### src/rtl/rf_check_lane.sv
// One read port's expected-word generator and comparator: the entry at
// offset index within its half should hold BASE + DIR*index (mod 2^WIDTH).
module rf_check_lane #(
   parameter int                WIDTH  = 32,
   parameter int                ADDR_W = 5,
   parameter logic [WIDTH-1:0]  BASE   = '0,
   parameter int                DIR    = 1
) (
   input  logic [ADDR_W-1:0] index,
   input  logic [WIDTH-1:0]  data,
   output logic              mismatch
);

   logic [WIDTH-1:0] expected;

   generate
      if (DIR >= 0) begin : g_up
         assign expected = BASE + WIDTH'(index);
      end else begin : g_down
         assign expected = BASE - WIDTH'(index);
      end
   endgenerate

   assign mismatch = (data != expected);

endmodule

### config.mk
export PLATFORM = sky130hd
export DESIGN_NAME = rf_check_lane
export DESIGN_NICKNAME = d
export VERILOG_FILES = /design/src/rtl/rf_check_lane.sv
export SDC_FILE = /design/constraint.sdc
export NUM_CORES = 1
export LEC_CHECK = 0
export ABC_CLOCK_PERIOD_IN_PS = 3700
export CORE_AREA = 2 2 39 41
export DETAILED_ROUTE_END_ITERATION = 12
export DIE_AREA = 0 0 41 43
export GPL_ROUTABILITY_DRIVEN = 0
export PLACE_DENSITY = 0.69
export SLEW_MARGIN = 20
export SYNTH_ARGS = -nofsm -noshare
export SYNTH_HDL_FRONTEND = slang
export SYNTH_SLANG_ARGS = --single-unit
export TNS_END_PERCENT = 20
### constraint.sdc
create_clock -name vclk -period 3.7
set_input_delay 1.11 -clock vclk [all_inputs]
set_output_delay 1.11 -clock vclk [all_outputs]
set_load 0.005 [all_outputs]
==> flow_summary_export.csv, run 1 <==
group,metric,value,unit
run_status,status,"finished clean",
sta,slew_violations,0,
drt,drc,0,
layout,final_core_util,38.8,%
yosys,ys_top_cells_by_area,"nor4_2, xnor2_1, nand4_1",
drt,vias,291,
layout,seqCellArea,0,sq um
yosys,synth_cells,16,
clock_network,postCtsSetupRepairBufs,0,
layout,clkbuf_count,0,
critical_path,critPathKind,"primary input to primary output",
sta,fin_crit,3.57,ns
place,post-place-ws,-0.138,ns
yosys,synth_cell_types,6,
layout,areaGrowthSynthToFinish,294,%
yosys,synth_top_area_share,36.7,%
run,cap_violations,0,
floorplan,die_w,41,um
sta,min_period_over_period,96.4,%
layout,final_cells,70,
power_and_ir_drop,p_int,0.0391,mW
power_and_ir_drop,swShare,20.3,%
drt,ant_nets,0,
layout,nFillCells,145,
global_routing,grt_use_total,7.09,%
floorplan,die-area,1760,sq um
sta,rsz0062_at_grt,"no",
global_routing,antenna_found_initial,0,
sta,tightest_slew,0.231,ns
power_and_ir_drop,p_switching,0.00998,mW
layout,drive_gt1_share,7.41,%
sta,hold_violations,0,
critical_path,crit_arrival,2.46,ns
sta,hold_ws,3.06,ns
yosys,yosysSeqAreaShare,0,%
global_routing,grt-ovfl-total,0,
drt,wl,723,um
sta,setup_slack,0.134,ns
layout,nets,93,
clock_network,postCtsHoldBufs,0,
global_routing,grt_pass1_vias,259,
global_routing,grt_max_degree,2,
drt,wl_per_cell,10.3,um
yosys,avgSynthCellArea,8.52,sq um
layout,design_area,537,sq um
power_and_ir_drop,powerDensity,91.4,nW/um^2
critical_path,start_kind,"primary input",
floorplan,row_count,14,
critical_path,critPathCaptureType,"primary output",
global_routing,grt_pass1_wl,938,um
place,hpwl,668,um
critical_path,critPathMaxFanout,1,
layout,flops_and_latches,0,
critical_path,cp-endpoint,"mismatch",
floorplan,die_y,43,um
sta,setup_violations,0,
yosys,synth_area_leader_cell,"nor4_2",
power_and_ir_drop,power.leakage,0.166,nW
floorplan,start_util,9.86,%
power_and_ir_drop,peakVddDrop,0.0000230,V
layout,diodes,0,
layout,multi_input_area,136,sq um
power_and_ir_drop,combPwrFrac,100.0,%
power_and_ir_drop,p_clk_share,0,%
critical_path,crit_required,2.59,ns
yosys,ys_warn_count,0,
place,place_area,537,sq um
place,io_buffers,38,
power_and_ir_drop,seqPwrFrac,0,%
drt,drt_iter0_drc,0,
place,placed_cells,70,
yosys,syn_area,136,sq um
drt,first_pass_iters,1,
floorplan,core,1380,sq um
sta,relSlewSlack,84.5,%
drt,via_per_inst,4.16,
critical_path,critPathLaunch,"data[7]",
hold_path,hold_class,"primary input to primary output",
sta,fmax,280,MHz
floorplan,pin_count,38,
yosys,synthesis.nets,53,
==> worst min path at each step <==
| stage | slack [ns] | start | cells after the start | endpoint |
|---|---|---|---|---|
| 2_1_floorplan | 2.39 | data[15] | 3 | mismatch |
| 3_3_place_gp | 3.35 | data[30] | 5 | mismatch |
| 3_5_place_dp | 3.36 | data[30] | 5 | mismatch |
| 4_1_cts | 3.10 | data[9] | 5 | mismatch |
| 5_1_grt | 3.11 | data[30] | 5 | mismatch |
| 6_report | 3.06 | data[9] | 5 | mismatch |
==> metrics by stage <==
stage | TNS, ns | power, mW
6_report | 0 | 0.0491
5_1_grt | 0 | 0.0526
4_1_cts | 0 | 0.0497
3_5_place_dp | -0.138 | 0.0494
3_3_place_gp | -0.123 | 0.0489
2_1_floorplan | 0 | 0.00705
==> layout by cell type (no fill, tap or decap) <==
| cell type | count |
|---|---|
| clkdlybuf4s15_1 | 1 |
| clkdlybuf4s50_1 | 37 |
| nand4_1 | 3 |
| nor3_1 | 1 |
| nor4_1 | 2 |
| nor4_2 | 4 |
| or3_1 | 1 |
| xnor2_1 | 5 |
==> area by class of cell <==
type | count | area share [%]
timing repair buffer | 38 | 70.9
multi-input combinational | 16 | 25.4
tap | 16 | 3.73
==> cells by family (layout without fill, tap and decap cells) <==
| logic type | count (synthesis) | after routing | share of synthesized area, % |
|---|---|---|---|
| AND/OR/NAND/NOR | 11 | 11 | 67.9 |
| buffers and inverters | 0 | 38 | 0 |
| XOR/XNOR | 5 | 5 | 32.1 |
==> metal layers <==
| layer | track usage (%) | up-vias | routed length (um) |
|---|---|---|---|
| met1 | 5.70 | 126 | 215 |
| met2 | 15.3 | 21 | 344 |
| met5 | 0 | - | 0 |
| met4 | 0 | 0 | 0 |
| met3 | 2.09 | 0 | 162 |
| li1 | - | 144 | - |
==> Yosys cell counts, drive strengths merged <==
cell / number
nor4: 6
nand4: 3
xnor2: 5
nor3: 1
or3: 1
==> power by group through the flow <==
stage / Combinational (mW) / Sequential, mW / Clock, mW
2_1_floorplan: 0.00705 / 0 / 0
3_3_place_gp: 0.0489 / 0 / 0
3_5_place_dp: 0.0494 / 0 / 0
4_1_cts: 0.0497 / 0 / 0
5_1_grt: 0.0526 / 0 / 0
6_report: 0.0491 / 0 / 0
==> worst max-delay path: stages <==
cell             delay [ns]
clkdlybuf4s50_1        0.40
nor4_1                 0.27
nand4_1                0.12
or3_1                  0.35
clkdlybuf4s15_1        0.20
==> what timing repair did <==
item,CTS,global route
endpoints found under the setup margin,1,1
resized for setup,1,1
pin swaps,1,3
(Power assumes the default switching activity.)
==> run 2: changes to the inputs <==
ABC_CLOCK_PERIOD_IN_PS = 3200   (was 3700)
PLACE_DENSITY = 0.71   (was 0.69)
clock period = 3.2 ns   (was 3.7 ns; I/O delays follow)
==> flow_summary_export.csv, run 2 (synthesized netlist as in run 1, its figures left out) <==
group,metric,value,unit
sta,fmax,317,MHz
drt,ant_nets,0,
sta,rsz0062_at_grt,"no",
hold_path,min_to,"mismatch",
critical_path,crit_arrival,2.19,ns
drt,first_pass_iters,1,
floorplan,core,1380,sq um
layout,nFillCells,147,
place,place_area,537,sq um
global_routing,grt_pass1_wl,931,um
sta,tns,0,ns
layout,final_core_util,41.0,%
layout,clkbuf_count,0,
run_status,status,"finished clean",
drt,vias,289,
layout,diodes,0,
sta,setup_violations,0,
sta,tightest_slew,0.215,ns
floorplan,pin_count,38,
power_and_ir_drop,p_int,0.0427,mW
global_routing,grt_max_degree,2,
global_routing,grt_use_total,6.99,%
hold_path,min-delay-start,"data[22]",
power_and_ir_drop,power.leakage,0.259,nW
sta,hold_violations,0,
critical_path,critPathBufInv,2,
sta,relSlewSlack,85.6,%
drt,via_per_inst,4.13,
critical_path,critPathCaptureType,"primary output",
layout,design_area,567,sq um
global_routing,antenna_found_initial,0,
power_and_ir_drop,p_switching,0.0124,mW
critical_path,cpMaxStageDelayCell,"clkdlybuf4s50_1",
sta,min_period_over_period,98.4,%
critical_path,crit_required,2.24,ns
run,cap_violations,0,
power_and_ir_drop,swShare,22.5,%
place,hpwl,651,um
drt,wl_per_cell,10.4,um
floorplan,die_y,43,um
floorplan,die-area,1760,sq um
sta,slew_violations,0,
critical_path,critPathKind,"primary input to primary output",
drt,drc,0,
sta,fin_crit,3.15,ns
layout,areaGrowthSynthToFinish,316,%
power_and_ir_drop,peakVddDrop,0.0000241,V
layout,drive_gt1_share,13.0,%
power_and_ir_drop,combPwrFrac,100.0,%
layout,flops_and_latches,0,
drt,drt_iter0_drc,0,
global_routing,grt-ovfl-total,0,
layout,seqCellArea,0,sq um
floorplan,die_w,41,um
place,io_buffers,38,
power_and_ir_drop,power,0.0551,mW
power_and_ir_drop,seqPwrFrac,0,%
layout,mostFrequentLayoutCell,"clkdlybuf4s50_1",
power_and_ir_drop,powerDensity,97.2,nW/um^2
critical_path,start_kind,"primary input",
drt,wl,730,um
power_and_ir_drop,p_clk_share,0,%
hold_path,min_delay_path_depth,5,
critical_path,cp_cell_sequence,"clkdlybuf4s50_1 > nor4_2 > nand4_1 > or3_1 > buf_2",
floorplan,row_count,14,
critical_path,cpPeakStageDelay,0.41,ns
hold_path,hold_class,"primary input to primary output",
layout,nets,93,
layout,layout_common_cells,"clkdlybuf4s50_1, dlymetal6s2s_1, nor4_2, xnor2_1, nand4_1",
floorplan,start_util,9.86,%
critical_path,critPathMaxFanout,1,
clock_network,postCtsHoldBufs,0,
critical_path,cp_top_family,"simple AND/OR/NAND/NOR gates",
global_routing,grt_pass1_vias,264,
## run 2: changes by cell type in the layout (fill, tap and decap cells not counted), sizes merged
cell | previous run | this run
clkdlybuf4s15 | 1 | 0
buf | 0 | 1
clkdlybuf4s50 | 37 | 25
dlygate4sd2 | 0 | 2
dlymetal6s2s | 0 | 10
## run 2: per-stage QoR
step	cells	hold WS, ns	worst slack (ns)
2_1_floorplan	16	2.09	0.582
3_3_place_gp	70	3.05	-0.325
3_5_place_dp	70	3.06	-0.339
4_1_cts	70	2.44	0.00111
5_1_grt	70	2.36	0.000238
6_report	70	2.32	0.0498
## run 2: repair_timing
item,CTS,global route
buffers inserted,0,0
gates resized for setup,7,11
pin swaps,6,11
endpoints found under the setup margin,1,1
## run 2: power groups by stage
stage	clock network [mW]	registers (mW)	logic, mW
after floorplan	0	0	0.00815
after global placement	0	0	0.0567
after detailed placement	0	0	0.0572
after CTS	0	0	0.0572
after global routing	0	0	0.0593
final	0	0	0.0551
## run 2: area by class of cell
class                           count  area, sq um  share of cell area [%]
Multi-Input combinational cell     16          149                    26.3
Tap cell                           16         20.0                    3.53
Timing Repair Buffer               38          398                    70.2
## run 2: worst max-delay path by stage
stage          startpoint        to  depth (start not counted)
6_report         data[18]  mismatch                          5
5_1_grt          data[11]  mismatch                          5
4_1_cts          data[26]  mismatch                          5
3_5_place_dp     data[14]  mismatch                          5
3_3_place_gp     data[14]  mismatch                          5
2_1_floorplan    data[14]  mismatch                          3
## run 2: routing by layer
metal / track usage [%] / up-vias / part of all wire, %
met2: 14.7 / 25 / 44
met1: 5.38 / 120 / 27
met5: 0 / - / 0
met3: 3.14 / 0 / 29
li1: - / 144 / -
met4: 0 / 0 / 0
